===== config.mk =====
export PLATFORM = sky130hd
export DESIGN_NAME = wb_excp_ctrl
export DESIGN_NICKNAME = d
export VERILOG_FILES = /design/src/rtl/wb_excp_ctrl.sv
export SDC_FILE = /design/constraint.sdc
export NUM_CORES = 1
export LEC_CHECK = 0
export CORE_MARGIN = 3
export CORE_UTILIZATION = 42
export CTS_BUF_LIST = sky130_fd_sc_hd__clkbuf_4 sky130_fd_sc_hd__clkbuf_8 sky130_fd_sc_hd__clkbuf_16
export DETAILED_ROUTE_END_ITERATION = 7
export GPL_TIMING_DRIVEN = 1
export PLACE_DENSITY = 0.88
export REMOVE_ABC_BUFFERS = 1
export SKIP_CTS_REPAIR_TIMING = 1
export SYNTH_ARGS = -nofsm -noshare
export SYNTH_HDL_FRONTEND = slang
export SYNTH_SLANG_ARGS = --single-unit

===== constraint.sdc =====
create_clock -name clk -period 5.3 [get_ports clk]
set_input_delay 1.06 -clock clk [delete_from_list [all_inputs] [get_ports clk]]
set_output_delay 1.06 -clock clk [all_outputs]
set_load 0.03 [all_outputs]

===== src/rtl/wb_excp_ctrl.sv =====
// Write-back stage exception/ERTN controller: commits one latched instruction,
// classifies exceptions, drives CSR writes and redirects, then holds the pipe for FLUSH_GAP cycles.
module wb_excp_ctrl #(
  parameter int unsigned FLUSH_GAP = 2
) (
  input  logic        clk,
  input  logic        reset,
  input  logic        ms_to_ws_valid,
  output logic        ws_allowin,
  input  logic [31:0] ms_pc,
  input  logic [4:0]  ms_excp,
  input  logic        ms_ertn,
  input  logic        ms_csr_we,
  input  logic [13:0] ms_csr_num,
  input  logic [31:0] ms_csr_wdata,
  input  logic        has_int,
  input  logic [31:0] csr_eentry,
  input  logic [31:0] csr_era,
  output logic        csr_wr_en,
  output logic [13:0] wr_addr,
  output logic [31:0] wr_data,
  output logic        excp_flush,
  output logic        ertn_flush,
  output logic [31:0] era_in,
  output logic [5:0]  ecode_in,
  output logic [8:0]  esubcode_in,
  output logic        redirect_valid,
  output logic [31:0] redirect_pc,
  output logic        flush_all,
  output logic [31:0] excp_count
);

  localparam logic [3:0] GAP_INIT   = 4'(FLUSH_GAP);
  localparam logic [5:0] ECODE_INT  = 6'h00;
  localparam logic [5:0] ECODE_ADEF = 6'h08;
  localparam logic [5:0] ECODE_ALE  = 6'h09;
  localparam logic [5:0] ECODE_SYS  = 6'h0B;
  localparam logic [5:0] ECODE_BRK  = 6'h0C;
  localparam logic [5:0] ECODE_INE  = 6'h0D;

  typedef enum logic [0:0] {RUN = 1'b0, HOLD = 1'b1} state_t;

  state_t      state_r;
  logic [3:0]  gap_cnt_r;
  logic        ws_valid_r;
  logic [31:0] pc_r;
  logic [4:0]  excp_r;
  logic        ertn_r;
  logic        csr_we_r;
  logic [13:0] csr_num_r;
  logic [31:0] csr_wdata_r;
  logic [31:0] excp_count_r;

  logic        commit_s;
  logic        excp_hit_s;
  logic        ertn_hit_s;
  logic        normal_s;

  // Priority INT > ADEF > ALE > SYS > BRK > INE; flag bit0 is adef.
  function automatic logic [5:0] excp_ecode(input logic int_hit, input logic [4:0] flags);
    logic [5:0] code;
    if (int_hit)       code = ECODE_INT;
    else if (flags[0]) code = ECODE_ADEF;
    else if (flags[1]) code = ECODE_ALE;
    else if (flags[2]) code = ECODE_SYS;
    else if (flags[3]) code = ECODE_BRK;
    else if (flags[4]) code = ECODE_INE;
    else               code = 6'h00;
    return code;
  endfunction

  assign ws_allowin = (state_r == RUN);
  assign excp_count = excp_count_r;

  // Commit classification: exceptions (incl. interrupts) override ERTN.
  always_comb begin
    commit_s   = ws_valid_r && (state_r == RUN);
    excp_hit_s = commit_s && (has_int || (excp_r != 5'b00000));
    ertn_hit_s = commit_s && !excp_hit_s && ertn_r;
    normal_s   = commit_s && !excp_hit_s && !ertn_hit_s;
  end

  // Commit outputs, all zero outside a commit cycle.
  always_comb begin
    csr_wr_en      = 1'b0;
    wr_addr        = 14'h0000;
    wr_data        = 32'h0000_0000;
    excp_flush     = 1'b0;
    ertn_flush     = 1'b0;
    era_in         = 32'h0000_0000;
    ecode_in       = 6'h00;
    esubcode_in    = 9'h000;
    redirect_valid = 1'b0;
    redirect_pc    = 32'h0000_0000;
    if (excp_hit_s) begin
      excp_flush     = 1'b1;
      era_in         = pc_r;
      ecode_in       = excp_ecode(has_int, excp_r);
      redirect_valid = 1'b1;
      redirect_pc    = csr_eentry;
    end else if (ertn_hit_s) begin
      ertn_flush     = 1'b1;
      redirect_valid = 1'b1;
      redirect_pc    = csr_era;
    end else if (normal_s) begin
      csr_wr_en = csr_we_r;
      wr_addr   = csr_num_r;
      wr_data   = csr_wdata_r;
    end else begin
      csr_wr_en = 1'b0;
    end
    flush_all = excp_hit_s || ertn_hit_s || (state_r == HOLD);
  end

  // Write-back pipeline register: valid only for the cycle after a transfer.
  always_ff @(posedge clk) begin
    if (reset) begin
      ws_valid_r  <= 1'b0;
      pc_r        <= 32'h0000_0000;
      excp_r      <= 5'b00000;
      ertn_r      <= 1'b0;
      csr_we_r    <= 1'b0;
      csr_num_r   <= 14'h0000;
      csr_wdata_r <= 32'h0000_0000;
    end else if (ms_to_ws_valid && ws_allowin) begin
      ws_valid_r  <= 1'b1;
      pc_r        <= ms_pc;
      excp_r      <= ms_excp;
      ertn_r      <= ms_ertn;
      csr_we_r    <= ms_csr_we;
      csr_num_r   <= ms_csr_num;
      csr_wdata_r <= ms_csr_wdata;
    end else begin
      ws_valid_r  <= 1'b0;
    end
  end

  // RUN/HOLD flush-gap FSM and exception counter.
  always_ff @(posedge clk) begin
    if (reset) begin
      state_r      <= RUN;
      gap_cnt_r    <= 4'd0;
      excp_count_r <= 32'h0000_0000;
    end else begin
      case (state_r)
        RUN: begin
          if (excp_hit_s || ertn_hit_s) begin
            state_r   <= HOLD;
            gap_cnt_r <= GAP_INIT;
          end else begin
            state_r   <= RUN;
          end
        end
        HOLD: begin
          gap_cnt_r <= gap_cnt_r - 4'd1;
          if (gap_cnt_r <= 4'd1) begin
            state_r   <= RUN;
            gap_cnt_r <= 4'd0;
          end else begin
            state_r   <= HOLD;
          end
        end
        default: begin
          state_r   <= RUN;
          gap_cnt_r <= 4'd0;
        end
      endcase
      if (excp_hit_s) begin
        excp_count_r <= excp_count_r + 32'd1;
      end else begin
        excp_count_r <= excp_count_r;
      end
    end
  end

endmodule


======== Word level (Yosys, flattened, before mapping) ========
Index checks and enable logic that the tools add are counted.
word-level totals
  output and inout bits ................... 163
  word-level logic and storage cells ...... 57
  flip-flop bits (word level) ............. 123
  input port bits ......................... 153
cells by class
  $add $sub $neg .......................... 2
  order comparisons ....................... 1
  reduce and logical (&&, ||, !) cells .... 12
  mux-type cells .......................... 30
  eq/ne operators ......................... 1
  bitwise logic cells ..................... 1
operators by type and width
  operator                                               count
  two-way mux 32 bit                                     6
  two-way mux 14 bit                                     3
  two-way mux 4 bit                                      9
  adder 32 x 1 -> 32 bit, second input constant          1
  two-way mux 1 bit                                      10
  one-hot mux 4 bit (2 select lines)                     1
  logical AND 1 bit                                      6
  nonzero test 5 bit                                     1
  <= comparator 4 x 1 -> 1 bit, second input constant    1
  subtractor 4 x 1 -> 4 bit, second input constant       1
  logical OR 1 bit                                       3
  zero test 1 bit                                        2
  inequality test 2 x 1 -> 1 bit, second input constant  1
  one-hot mux 1 bit (2 select lines)                     1
  inverter 1 bit                                         1

======== Logic depth before layout (Yosys ltp) ========
  depth in word-level cells ............... 11
  gate-level depth with buffers ........... 7
  gate-level depth less buffers ........... 6

======== Least setup slack after synthesis ========
Ideal clock, no wire load.
  path type ............................... input to output
  start ................................... input has_int
  end ..................................... output ecode_in[1]
  data arrival time ....................... 2.397 ns
  setup slack ............................. 1.843 ns
  required time ........................... 4.240 ns
  stages .................................. 2
  path buffers ............................ 0
  cells stage by stage .................... or2b_1 nor4b_1
on the way
  longest elaborated chain between the ends .. 3
  elaborated cells on any way between the ends .. 4
  those cells by class .................... mux: 2; reduce/logical: 2
ends and longest elaborated chain
  what                 RTL line  source
  from (decl)          16        input logic has_int,
  logical OR 1 bit     78        excp_hit_s = commit_s && (has_int || (excp_r != 5'b00000));
  logical AND 1 bit    78
  two-way mux 4 bit *  95        if (excp_hit_s) begin
  to (decl)            25        output logic [5:0] ecode_in,
Every way passes the cells marked *; elsewhere a longest branch is shown, timed or not.

======== Worst setup path after layout ========
  start ................................... input has_int
  end ..................................... output redirect_pc[3]
on the way
  longest elaborated chain between the ends .. 7
ends and longest elaborated chain
  what                            RTL line  source
  logical OR 1 bit *              78
  logical AND 1 bit *             78
  zero test 1 bit                 79        ertn_hit_s = commit_s && !excp_hit_s && ertn_r;
  logical AND 1 bit (2 in a row)  79
  two-way mux 32 bit              101       end else if (ertn_hit_s) begin
  two-way mux 32 bit *            95
  to (decl)                       28        output logic [31:0] redirect_pc,
Marks and branches as above.

==> results_tabular.tex <==
\begin{tabular}{lr}
\hline
Metric & Value \\
\hline
\multicolumn{2}{l}{\textbf{Worst setup path}} \\
Crit path DAT & 3.47 ns \\
Crit path largest cell delay & 0.62 ns \\
Worst-path cell with the longest stage delay & clkdlybuf4s50\_1 \\
FF-to-FF path depth & 5 \\
Type of the worst setup path & primary input to output port \\
Top fanout value on the critical path & 45 \\
Critical Path RT & 4.24 ns \\
CP dominant cell by count & clkdlybuf4s50\_1 \\
Critical-path cell list & clkdlybuf4s50\_1 > or3\_1 > o21a\_2 > buf\_12 > a22o\_1 > clkdlybuf4s50\_1 \\
Setup crit start kind & primary input \\
Crit end category & output port \\
\multicolumn{2}{l}{\textbf{Floorplan}} \\
Number of I/O pins & 316 \\
Starting utilization of the core area & 43.0\% \\
Core area & 13300 µm² \\
Die ar. & 15100 µm² \\
Die boundary height & 123 µm \\
Core Rows & 42 \\
Horiz. Die Dim & 123 µm \\
\multicolumn{2}{l}{\textbf{Detailed routing}} \\
Routed length on met1 & 7910 µm \\
Number of design rule violations left after detail routing & 0 \\
Count of routing violations after the opening detailed-route iteration & 404 \\
Drt pass-1 iters & 5 \\
Post-DR vias/cell & 5.11 \\
Total vias in the final route & 6143 \\
Wire length on met3 & 1750 µm \\
Final WL & 20600 µm \\
Average wire per standard cell & 17.1 µm \\
Number of routed nets with antenna violations & 0 \\
Detail Route met2 WL & 10300 µm \\
Highest Signal Layer & met5 \\
\multicolumn{2}{l}{\textbf{STA}} \\
Pin slew with the least headroom to its limit & 0.899 ns \\
Summed negative setup slack over all endpoints & 0 ns \\
Time the worst path needs with I/O delays and setup & 4.53 ns \\
Final setup skew & 0.0155 ns \\
Final hold violation count & 0 \\
Achievable clock frequency & 221 MHz \\
Post-route fraction of the period consumed by the critical path & 85.4\% \\
Max Slew Vio Count & 0 \\
Final worst-path setup slack & 0.773 ns \\
Relative slew slack & 40.1\% \\
Setup repair after global routing missed its margin & false \\
Smallest hold slack & 0.447 ns \\
Count of final setup violators & 0 \\
\multicolumn{2}{l}{\textbf{Min path}} \\
Min-delay worst type & register to register \\
Worst hold path stage count & 2 \\
\multicolumn{2}{l}{\textbf{Global routing}} \\
Number of global-route vias before repair & 5620 \\
Overflow left after global routing & 0 \\
Pin count of the biggest net entering global routing & 87 \\
Gr usage total & 26.0\% \\
Antenna violations before repair & 1 \\
Wire length of the first global-routing pass & 30100 µm \\
\multicolumn{2}{l}{\textbf{Cells and area}} \\
Relative area change from synthesis to final layout & 65.1\% \\
Ratio of cells with drive above 1 in the final layout & 5.17\% \\
Non-filler instance count after layout & 1201 \\
Final net count & 1168 \\
Antenna cells & 0 \\
\multicolumn{2}{l}{\textbf{Clock network}} \\
Number of H-tree branching levels & 4 \\
CTS tree & built \\
Count of clock tree sinks & 123 \\
Root buffer selected by CTS & clkbuf\_16 \\
Maximum clock insertion buffer count & 2 \\
Clock-pin slew of the registers on the worst-case setup and hold paths & 0.05 ns \\
Number of buffers created by CTS & 17 \\
Clock latency of the later-clocked register in the worst-skew pair & 0.42 ns \\
\multicolumn{2}{l}{\textbf{Placement}} \\
Pre-CTS setup slack & 0.800 ns \\
Half-perimeter wire length after placement & 14900 µm \\
Number of placed instances with taps included & 1169 \\
Weighted congestion reported at the end of routability-driven placement & 0.888 \\
Number of I/O port buffers & 304 \\
\multicolumn{2}{l}{\textbf{Synthesis}} \\
Share of Yosys cell area claimed by the top area cell type & 43.0\% \\
Number of enable flip-flop cells after synthesis & 0 \\
Async set-or-reset flop fraction in the synthesized netlist & 0\% \\
Cell accounting for the most synthesized area & dfxtp\_1 \\
Top post-synthesis cells by area & dfxtp\_1 (43\%), nand2\_1 (12\%), and2\_1 (8.9\%) \\
Dominant synthesized flop cell & dfxtp\_1 \\
Post-synth cell types & 48 \\
Post-synth design cell area & 5720 µm² \\
Number of warnings issued by yosys & 0 \\
Synth Register Bits & 123 \\
Sequential share of the synthesized area & 43.0\% \\
Synthesized area per cell & 7.77 µm² \\
Cells after synthesis & 736 \\
\multicolumn{2}{l}{\textbf{Run status}} \\
Outcome & finished, final reports clean \\
\multicolumn{2}{l}{\textbf{Pwr}} \\
Total chip power & 2.66 mW \\
Pwr dens & 281 nW/µm² \\
IR drop worst, VDD & 0.181 mV \\
Static leakage power & 3.48 nW \\
\multicolumn{2}{l}{\textbf{Flow run}} \\
Number of maximum-capacitance violations & 0 \\
\hline
\end{tabular}
where the power goes:
group          switching (mW)  internal [mW]  leakage, nW
clock network           0.409          0.827        0.308
logic                   0.219          0.201         2.16
registers              0.0279          0.973         1.01
path summary, 6_finish.rpt:
| kind | start | to | slack [ns] |
|---|---|---|---|
| worst min-delay path | csr_wdata_r[3]$_SDFFE_PP0P_ | csr_wdata_r[3]$_SDFFE_PP0P_ | 0.45 |
| worst min register to register | csr_wdata_r[3]$_SDFFE_PP0P_ | csr_wdata_r[3]$_SDFFE_PP0P_ | 0.45 |
| worst max-delay path | has_int | redirect_pc[3] | 0.77 |
| worst max register to register | state_r$_SDFF_PP0_ | excp_count[31]$_SDFFE_PP0P_ | 2.86 |
cells in the final DEF, fill, tap and decap left out, types with 3 or more instances in the layout:
cell type        count
clkinvlp_4           3
and2_1              81
or3_1               10
nand2_1            178
nor3b_1              3
nor4b_1              3
a22o_1              32
nand3_1              8
clkbuf_16           17
inv_1                8
conb_1              11
ha_1                 3
o21ai_0             10
bufinv_16            4
buf_4                8
dfxtp_1            123
nor4_1              10
xnor2_1             19
clkinv_2             3
nor2_1              36
a21oi_1             95
clkbuf_8             3
nand4_1              5
clkdlybuf4s50_1    303
nor3_1              10
cells by family after synthesis:
logic type	after synthesis	share of synthesized area, %
buffers and inverters	73	5.77
AOI/OAI and AO/OA	147	15.4
and+or+nand+nor	366	31.4
DFF	123	43.0
xor gates and xnor gates	21	3.21
other	1	0.0655
muxes	2	0.372
adders and majority gates	3	0.656
sequential cells by signal, summed over array words and instances, names as in the netlist, 4 cells and up:
signal       count
gap_cnt_r        4
csr_wdata_r     32
excp_count      32
pc_r            32
excp_r           5
csr_num_r       14
critical path, delay by kind of cell:
family          cells  cell delay, ns
buf+inv             3            1.31
compound gates      2            0.66
simple gates        1            0.39
metal layers:
layer  GRT usage [%]  up-vias
li1                -     2991
met1            29.9     2842
met2            43.3      263
met3            8.89       45
met4            12.0        2
met5               0        -
layout make-up:
type / count / area, µm²
Timing Repair Buffer: 312 / 3110
Sequential cell: 123 / 2460
Clock inverter: 11 / 166
Inverter: 8 / 30.0
Tap cell: 176 / 220
Multi-Input combinational cell: 550 / 2980
Clock buffer: 21 / 474
Fill cell: 989 / 3850
cells in the mapped netlist (all sizes together), types with 2 or more instances:
cell	instances
xor2	2
buf	21
or2	2
o21a	3
dfxtp	123
xnor2	19
nor2b	3
a21oi	95
clkbuf	44
ha	3
inv	8
nand4	5
nor3	11
nor4	10
o21ai	10
nor2	36
nand2	179
nand3	10
o211ai	2
nor3b	4
nor4b	3
and2	81
or3	10
and3	2
and4	3
or4	2
a22o	32
through the flow:
| stage | util, % | instance area, µm² |
|---|---|---|
| detailed placement | 66.3 | 8810 |
| global placement | 66.3 | 8810 |
| finish | 71.1 | 9450 |
| CTS | 71.1 | 9450 |
| global route | 71.1 | 9450 |
| floorplan | - | 5460 |
No activity file was read; power rests on OpenSTA's default activity.
